**config.mk**
```make
export PLATFORM = sky130hd
export DESIGN_NAME = mem_stage_flat
export DESIGN_NICKNAME = d
export VERILOG_FILES = /design/src/rtl/mem_stage_if.sv /design/src/rtl/mem_stage.sv /design/src/flat_wrapper.sv
export SDC_FILE = /design/constraint.sdc
export NUM_CORES = 1
export LEC_CHECK = 0
export BUFFER_PORTS_ARGS = -buffer_cell sky130_fd_sc_hd__buf_4
export CORE_AREA = 3 3 114 94
export CTS_CLUSTER_SIZE = 12
export DETAILED_ROUTE_END_ITERATION = 8
export DIE_AREA = 0 0 117 97
export PLACE_DENSITY = 0.82
export SYNTH_ARGS = -nofsm -noshare
export SYNTH_HDL_FRONTEND = slang
export SYNTH_SLANG_ARGS = --single-unit
```
**constraint.sdc**
```tcl
create_clock -name clk -period 3.7 [get_ports clk]
set_clock_uncertainty 0.2 [all_clocks]
set_input_delay 0.74 -clock clk [delete_from_list [all_inputs] [get_ports clk]]
set_output_delay 0.74 -clock clk [all_outputs]
set_load 0.02 [all_outputs]
```
**src/rtl/mem_stage_if.sv**
```systemverilog
// Data-memory request/ready bus between the MEM stage (master) and data memory (slave).
// The address and write data follow the EX/MEM fields; read data is valid only while dm_ready is high.
interface mem_stage_if #(
    parameter int DW = 32
);
    logic          dm_req;
    logic          dm_we;
    logic [DW-1:0] dm_addr;
    logic [DW-1:0] dm_wdata;
    logic          dm_ready;
    logic [DW-1:0] dm_rdata;

    modport master (
        output dm_req, dm_we, dm_addr, dm_wdata,
        input  dm_ready, dm_rdata
    );

    modport slave (
        input  dm_req, dm_we, dm_addr, dm_wdata,
        output dm_ready, dm_rdata
    );
endinterface

```
**src/rtl/mem_stage.sv**
```systemverilog
// MEM pipeline stage: word loads/stores over a multi-cycle req/ready bus, branch resolution,
// upstream stall generation and the MEM/WB register.
module mem_stage #(
    parameter int DW      = 32,
    parameter int RW      = 5,
    parameter int TIMEOUT = 255
) (
    input  logic          clk,
    input  logic          rst,
    input  logic          i_ex_branch,
    input  logic          i_ex_memread,
    input  logic          i_ex_memwrite,
    input  logic          i_ex_regwrite,
    input  logic          i_ex_zero,
    input  logic [DW-1:0] i_ex_alu,
    input  logic [DW-1:0] i_ex_wdata,
    input  logic [RW-1:0] i_ex_rd,
    mem_stage_if.master   dm,
    output logic          o_pc_src,
    output logic          o_mem_stall,
    output logic          o_wb_regwrite,
    output logic          o_wb_memtoreg,
    output logic [DW-1:0] o_wb_alu,
    output logic [DW-1:0] o_wb_rdata,
    output logic [RW-1:0] o_wb_rd,
    output logic          o_mem_err
);

    // A counter of at least one bit keeps TIMEOUT == 0 (never abort) legal.
    localparam int CW = (TIMEOUT > 0) ? $clog2(TIMEOUT + 1) : 1;

    localparam logic [0:0] S_IDLE   = 1'b0;
    localparam logic [0:0] S_ACCESS = 1'b1;

    logic [0:0]    r_state;
    logic [CW-1:0] r_cnt;

    logic w_memop;
    logic w_misaligned;
    logic w_access;
    logic w_req;
    logic w_timeout;
    logic w_stall;
    logic w_bubble;

    assign w_memop      = i_ex_memread | i_ex_memwrite;
    assign w_misaligned = w_memop & (i_ex_alu[1:0] != 2'b00);
    assign w_access     = w_memop & ~w_misaligned;

    assign w_req     = ~rst & (((r_state == S_IDLE) & w_access) | (r_state == S_ACCESS));
    assign w_timeout = (TIMEOUT != 0) & ~rst & (r_state == S_ACCESS) & ~dm.dm_ready
                       & (r_cnt == CW'(TIMEOUT));
    assign w_stall   = w_req & ~dm.dm_ready & ~w_timeout;
    assign w_bubble  = w_stall | w_misaligned | w_timeout;

    assign dm.dm_req   = w_req;
    assign dm.dm_we    = i_ex_memwrite;
    assign dm.dm_addr  = i_ex_alu;
    assign dm.dm_wdata = i_ex_wdata;

    assign o_pc_src    = ~rst & i_ex_branch & i_ex_zero;
    assign o_mem_stall = w_stall;

    // Access FSM; the wait counter saturates rather than wrapping when aborts are disabled.
    always_ff @(posedge clk or posedge rst) begin
        if (rst) begin
            r_state <= S_IDLE;
            r_cnt   <= '0;
        end else begin
            case (r_state)
                S_IDLE: begin
                    if (w_access && !dm.dm_ready) begin
                        r_state <= S_ACCESS;
                        r_cnt   <= CW'(1);
                    end
                end
                default: begin
                    if (dm.dm_ready || w_timeout) begin
                        r_state <= S_IDLE;
                        r_cnt   <= '0;
                    end else if (r_cnt != '1) begin
                        r_cnt <= r_cnt + 1'b1;
                    end
                end
            endcase
        end
    end

    // MEM/WB register: bubbles while stalled, on misalignment and on abort.
    always_ff @(posedge clk or posedge rst) begin
        if (rst) begin
            o_wb_regwrite <= 1'b0;
            o_wb_memtoreg <= 1'b0;
            o_wb_alu      <= '0;
            o_wb_rdata    <= '0;
            o_wb_rd       <= '0;
            o_mem_err     <= 1'b0;
        end else begin
            o_mem_err <= w_misaligned | w_timeout;
            if (w_bubble) begin
                o_wb_regwrite <= 1'b0;
                o_wb_memtoreg <= 1'b0;
                o_wb_alu      <= '0;
                o_wb_rdata    <= '0;
                o_wb_rd       <= '0;
            end else begin
                o_wb_regwrite <= i_ex_regwrite;
                o_wb_memtoreg <= i_ex_memread;
                o_wb_alu      <= i_ex_alu;
                o_wb_rdata    <= i_ex_memread ? dm.dm_rdata : '0;
                o_wb_rd       <= i_ex_rd;
            end
        end
    end

endmodule

```
**src/flat_wrapper.sv**
```systemverilog
// flat-port wrapper written by rule: the top's interface ports become plain ports
module mem_stage_flat 
#(
    parameter int DW      = 32,
    parameter int RW      = 5,
    parameter int TIMEOUT = 255
)
  (clk, rst, i_ex_branch, i_ex_memread, i_ex_memwrite, i_ex_regwrite, i_ex_zero, i_ex_alu, i_ex_wdata, i_ex_rd, o_pc_src, o_mem_stall, o_wb_regwrite, o_wb_memtoreg, o_wb_alu, o_wb_rdata, o_wb_rd, o_mem_err, dm_dm_req, dm_dm_we, dm_dm_addr, dm_dm_wdata, dm_dm_ready, dm_dm_rdata);
  mem_stage_if #(.DW(DW)) dm_i ();
  input  logic clk;
  input  logic rst;
  input  logic i_ex_branch;
  input  logic i_ex_memread;
  input  logic i_ex_memwrite;
  input  logic i_ex_regwrite;
  input  logic i_ex_zero;
  input  logic [DW-1:0] i_ex_alu;
  input  logic [DW-1:0] i_ex_wdata;
  input  logic [RW-1:0] i_ex_rd;
  output logic o_pc_src;
  output logic o_mem_stall;
  output logic o_wb_regwrite;
  output logic o_wb_memtoreg;
  output logic [DW-1:0] o_wb_alu;
  output logic [DW-1:0] o_wb_rdata;
  output logic [RW-1:0] o_wb_rd;
  output logic o_mem_err;
  output wire logic [$bits(dm_i.dm_req)-1:0] dm_dm_req;
  output wire logic [$bits(dm_i.dm_we)-1:0] dm_dm_we;
  output wire logic [$bits(dm_i.dm_addr)-1:0] dm_dm_addr;
  output wire logic [$bits(dm_i.dm_wdata)-1:0] dm_dm_wdata;
  input wire logic [$bits(dm_i.dm_ready)-1:0] dm_dm_ready;
  input wire logic [$bits(dm_i.dm_rdata)-1:0] dm_dm_rdata;
  assign dm_dm_req = dm_i.dm_req;
  assign dm_dm_we = dm_i.dm_we;
  assign dm_dm_addr = dm_i.dm_addr;
  assign dm_dm_wdata = dm_i.dm_wdata;
  assign dm_i.dm_ready = dm_dm_ready;
  assign dm_i.dm_rdata = dm_dm_rdata;
  mem_stage #(.DW(DW), .RW(RW), .TIMEOUT(TIMEOUT)) u_core (.clk(clk), .rst(rst), .i_ex_branch(i_ex_branch), .i_ex_memread(i_ex_memread), .i_ex_memwrite(i_ex_memwrite), .i_ex_regwrite(i_ex_regwrite), .i_ex_zero(i_ex_zero), .i_ex_alu(i_ex_alu), .i_ex_wdata(i_ex_wdata), .i_ex_rd(i_ex_rd), .dm(dm_i), .o_pc_src(o_pc_src), .o_mem_stall(o_mem_stall), .o_wb_regwrite(o_wb_regwrite), .o_wb_memtoreg(o_wb_memtoreg), .o_wb_alu(o_wb_alu), .o_wb_rdata(o_wb_rdata), .o_wb_rd(o_wb_rd), .o_mem_err(o_mem_err));
endmodule
```
==> qor.txt <==
status: finished, final reports clean
Slew @ Worst Pin: 978 ps
area delta synth->final: 37.8%
most frequent cells in the layout: 186 x buf_4, 81 x dfrtp_1, 39 x and2_1
Antenna Violating Nets Remaining: 0
cell row count: 32
P_sw: 555 uW
routed vias/inst: 4.61
P_leak: 0.00260 uW
clk_lat worst skew: 330 ps
DIE HEIGHT: 97 um
crit path kind: input port to output pin
largest cells by area after synthesis: dfrtp_1 59%, buf_4 15%, and2_1 7.1%
Avg Synthesized Cell Area: 11.8 um2
PD cells: 448 mW/mm2
Mapped Area: 0.00343 mm2
# H-tree levels: 3
CTS clock-pin slew for the worst setup and hold paths: 70 ps
Initial Utilization: 35.7%
Yosys reg bits: 81
Design Power: 2120 uW
cts bufs inserted: 9
Sw Ratio: 26.3%
Int Pwr: 1560 uW
routed length on met2: 4810 um
number of max-cap violations: 0
die area: 0.0113 mm2
vias in the first global route: 2499
CTS resizes: 0
Post-CTS Repair Setup Buffers: 0
top cell type's share of synthesized area: 59.1%
distinct cell type count of the synthesized netlist: 40
RePlAce Congestion: 0.840
DR vias: 2456
clock buffer depth: 2
Hold Crit Class: register to register
CTS tree: built
root buffer cell: clkbuf_16
initial antenna violation count: 0
Seq/Total Area, Yosys: 59.1%
FMAX: 0.356 GHz
Post-synth EDFFs: 0
Clock power frac: 39.9%
combinational power share: 15.3%
met3 wire len: 1020 um
metal1 wirelength: 2920 um
share of cells above drive strength 1: 51.4%
Startpoint Class: input port
routed wire length: 8920 um
Post-Route Setup TNS: 0 ps
hold_ws: 360 ps
Final setup viols: 0
most common cell after layout, fill and taps aside: buf_4
period utilization: 75.9%
Port Buf Inserts: 184
final hold violation count: 0
post-synth net total: 400
nets@finish: 519
Num Clock Sinks: 81
crit path capture type: output pin
Hold Buf Count CTS: 0
relative slew slack: 34.8%
TritonRoute pass-1 iters: 5
CP Data Required Time: 2760 ps
area of the multi-input gates: 847 um2
dpl hpwl: 7020 um
Tmin final: 2810 ps
FF+latch area: 0.00203 mm2
Max VDD drop: 0.000171 V
Die W: 117 um
io pins: 249
top routing layer in use: met4
core area: 0.00961 mm2
WL per Instance: 16.7 um
first-pass GRT wire length: 13400 um
sequential share of power: 44.9%
Synth Warn #: 0
pin count of the biggest net entering global routing: 82
Max Slew Vio Count: 0
Synth Flop Type: dfrtp_1
WP data arrival: 1870 ps
Layout fillers: 852
Async S/R FF share, synth: 100%
DR DRC count: 0
critical path fanouts, max: 34
total global routing track utilization: 15.5%
DRT iter0 DRCs: 175
Inserted Diodes: 0
Mapped Cells: 290
unrepaired setup endpoints after global routing: false
top cell type by total area after synthesis: dfrtp_1
grt total ovfl: 0
cell families (layout without fill, tap and decap cells):
| logic type | Yosys count | after routing | synth area share (%) |
|---|---|---|---|
| flip-flops | 81 | 81 | 59.1 |
| XOR/XNOR | 1 | 1 | 0.255 |
| multiplexers | 2 | 2 | 0.584 |
| adder cells (fa/ha/maj) | 1 | 1 | 0.365 |
| buffers and inverters | 82 | 206 | 16.5 |
| AND/OR/NAND/NOR | 106 | 106 | 18.9 |
| AO/OA/AOI/OAI | 17 | 17 | 4.31 |
worst max-delay path: stages:
cell	delay [ps]
buf_4	200
nor2_1	430
nor3_1	120
nor2_1	160
nor2_1	60
buf_4	150
routing by layer:
layer	vias to the layer above	track usage [%]
met4	0	5.47
met3	8	7.25
met5	-	0
met2	166	28.1
li1	1125	-
met1	1157	15.2
per-stage QoR:
step | worst slack [ps] | instance area, um2 | instances | utilization [%]
finish | 893 | 4730 | 533 | 49.2
global route | 715 | 4730 | 533 | 49.2
CTS | 955 | 4710 | 533 | 49.1
detailed placement | 804 | 4430 | 517 | 46.1
global placement | 900 | 4430 | 517 | 46.1
floorplan | 208 | 3430 | 290 | -
power by group through the flow:
stage	clock network, uW	logic [uW]	registers (uW)
global placement	0	322	965
global route	913	350	954
floorplan	0	184	1010
finish	843	323	949
CTS	864	327	950
detailed placement	0	327	966
flip-flops by register name, indices dropped and copies added (netlist names):
signal,count
u_core.o_mem_err,1
u_core.o_wb_alu,32
u_core.o_wb_memtoreg,1
u_core.o_wb_rd,5
u_core.o_wb_rdata,32
u_core.o_wb_regwrite,1
u_core.r_cnt,8
u_core.r_state,1
worst paths after layout:
path / start / endpoint / slack, ps / cells after the start
max: i_ex_memread / dm_dm_req / 890 / 6
min: u_core.r_cnt[5] / u_core.r_cnt[5] / 360 / 1
max reg2reg: u_core.r_cnt[0] / u_core.r_cnt[7] / 1760 / 5
min reg2reg: u_core.r_cnt[5] / u_core.r_cnt[5] / 360 / 1
max in group asynchronous: rst / u_core.o_wb_alu[16] / 2000 / 3
min in group asynchronous: rst / u_core.o_wb_rdata[26] / 680 / 3
final cells by class:
type | count | share of cell area (%)
multi-input cells | 127 | 17.9
repair buffers | 186 | 29.5
flip-flops and latches | 81 | 42.9
clock inverters | 6 | 1.03
well taps | 119 | 3.15
inverters | 4 | 0.397
clock buffers | 10 | 5.06
synth_stat cells, drive strengths merged, types with 2 or more instances:
library cell   n
nor2          10
mux2i          2
inv            4
a31oi          3
buf           69
nand3          3
nor3           6
o21ai          2
dfrtp         81
clkbuf         9
nand2          7
o32ai          2
and2          39
and3          34
Note: power is estimated with default switching activity, not from simulation.
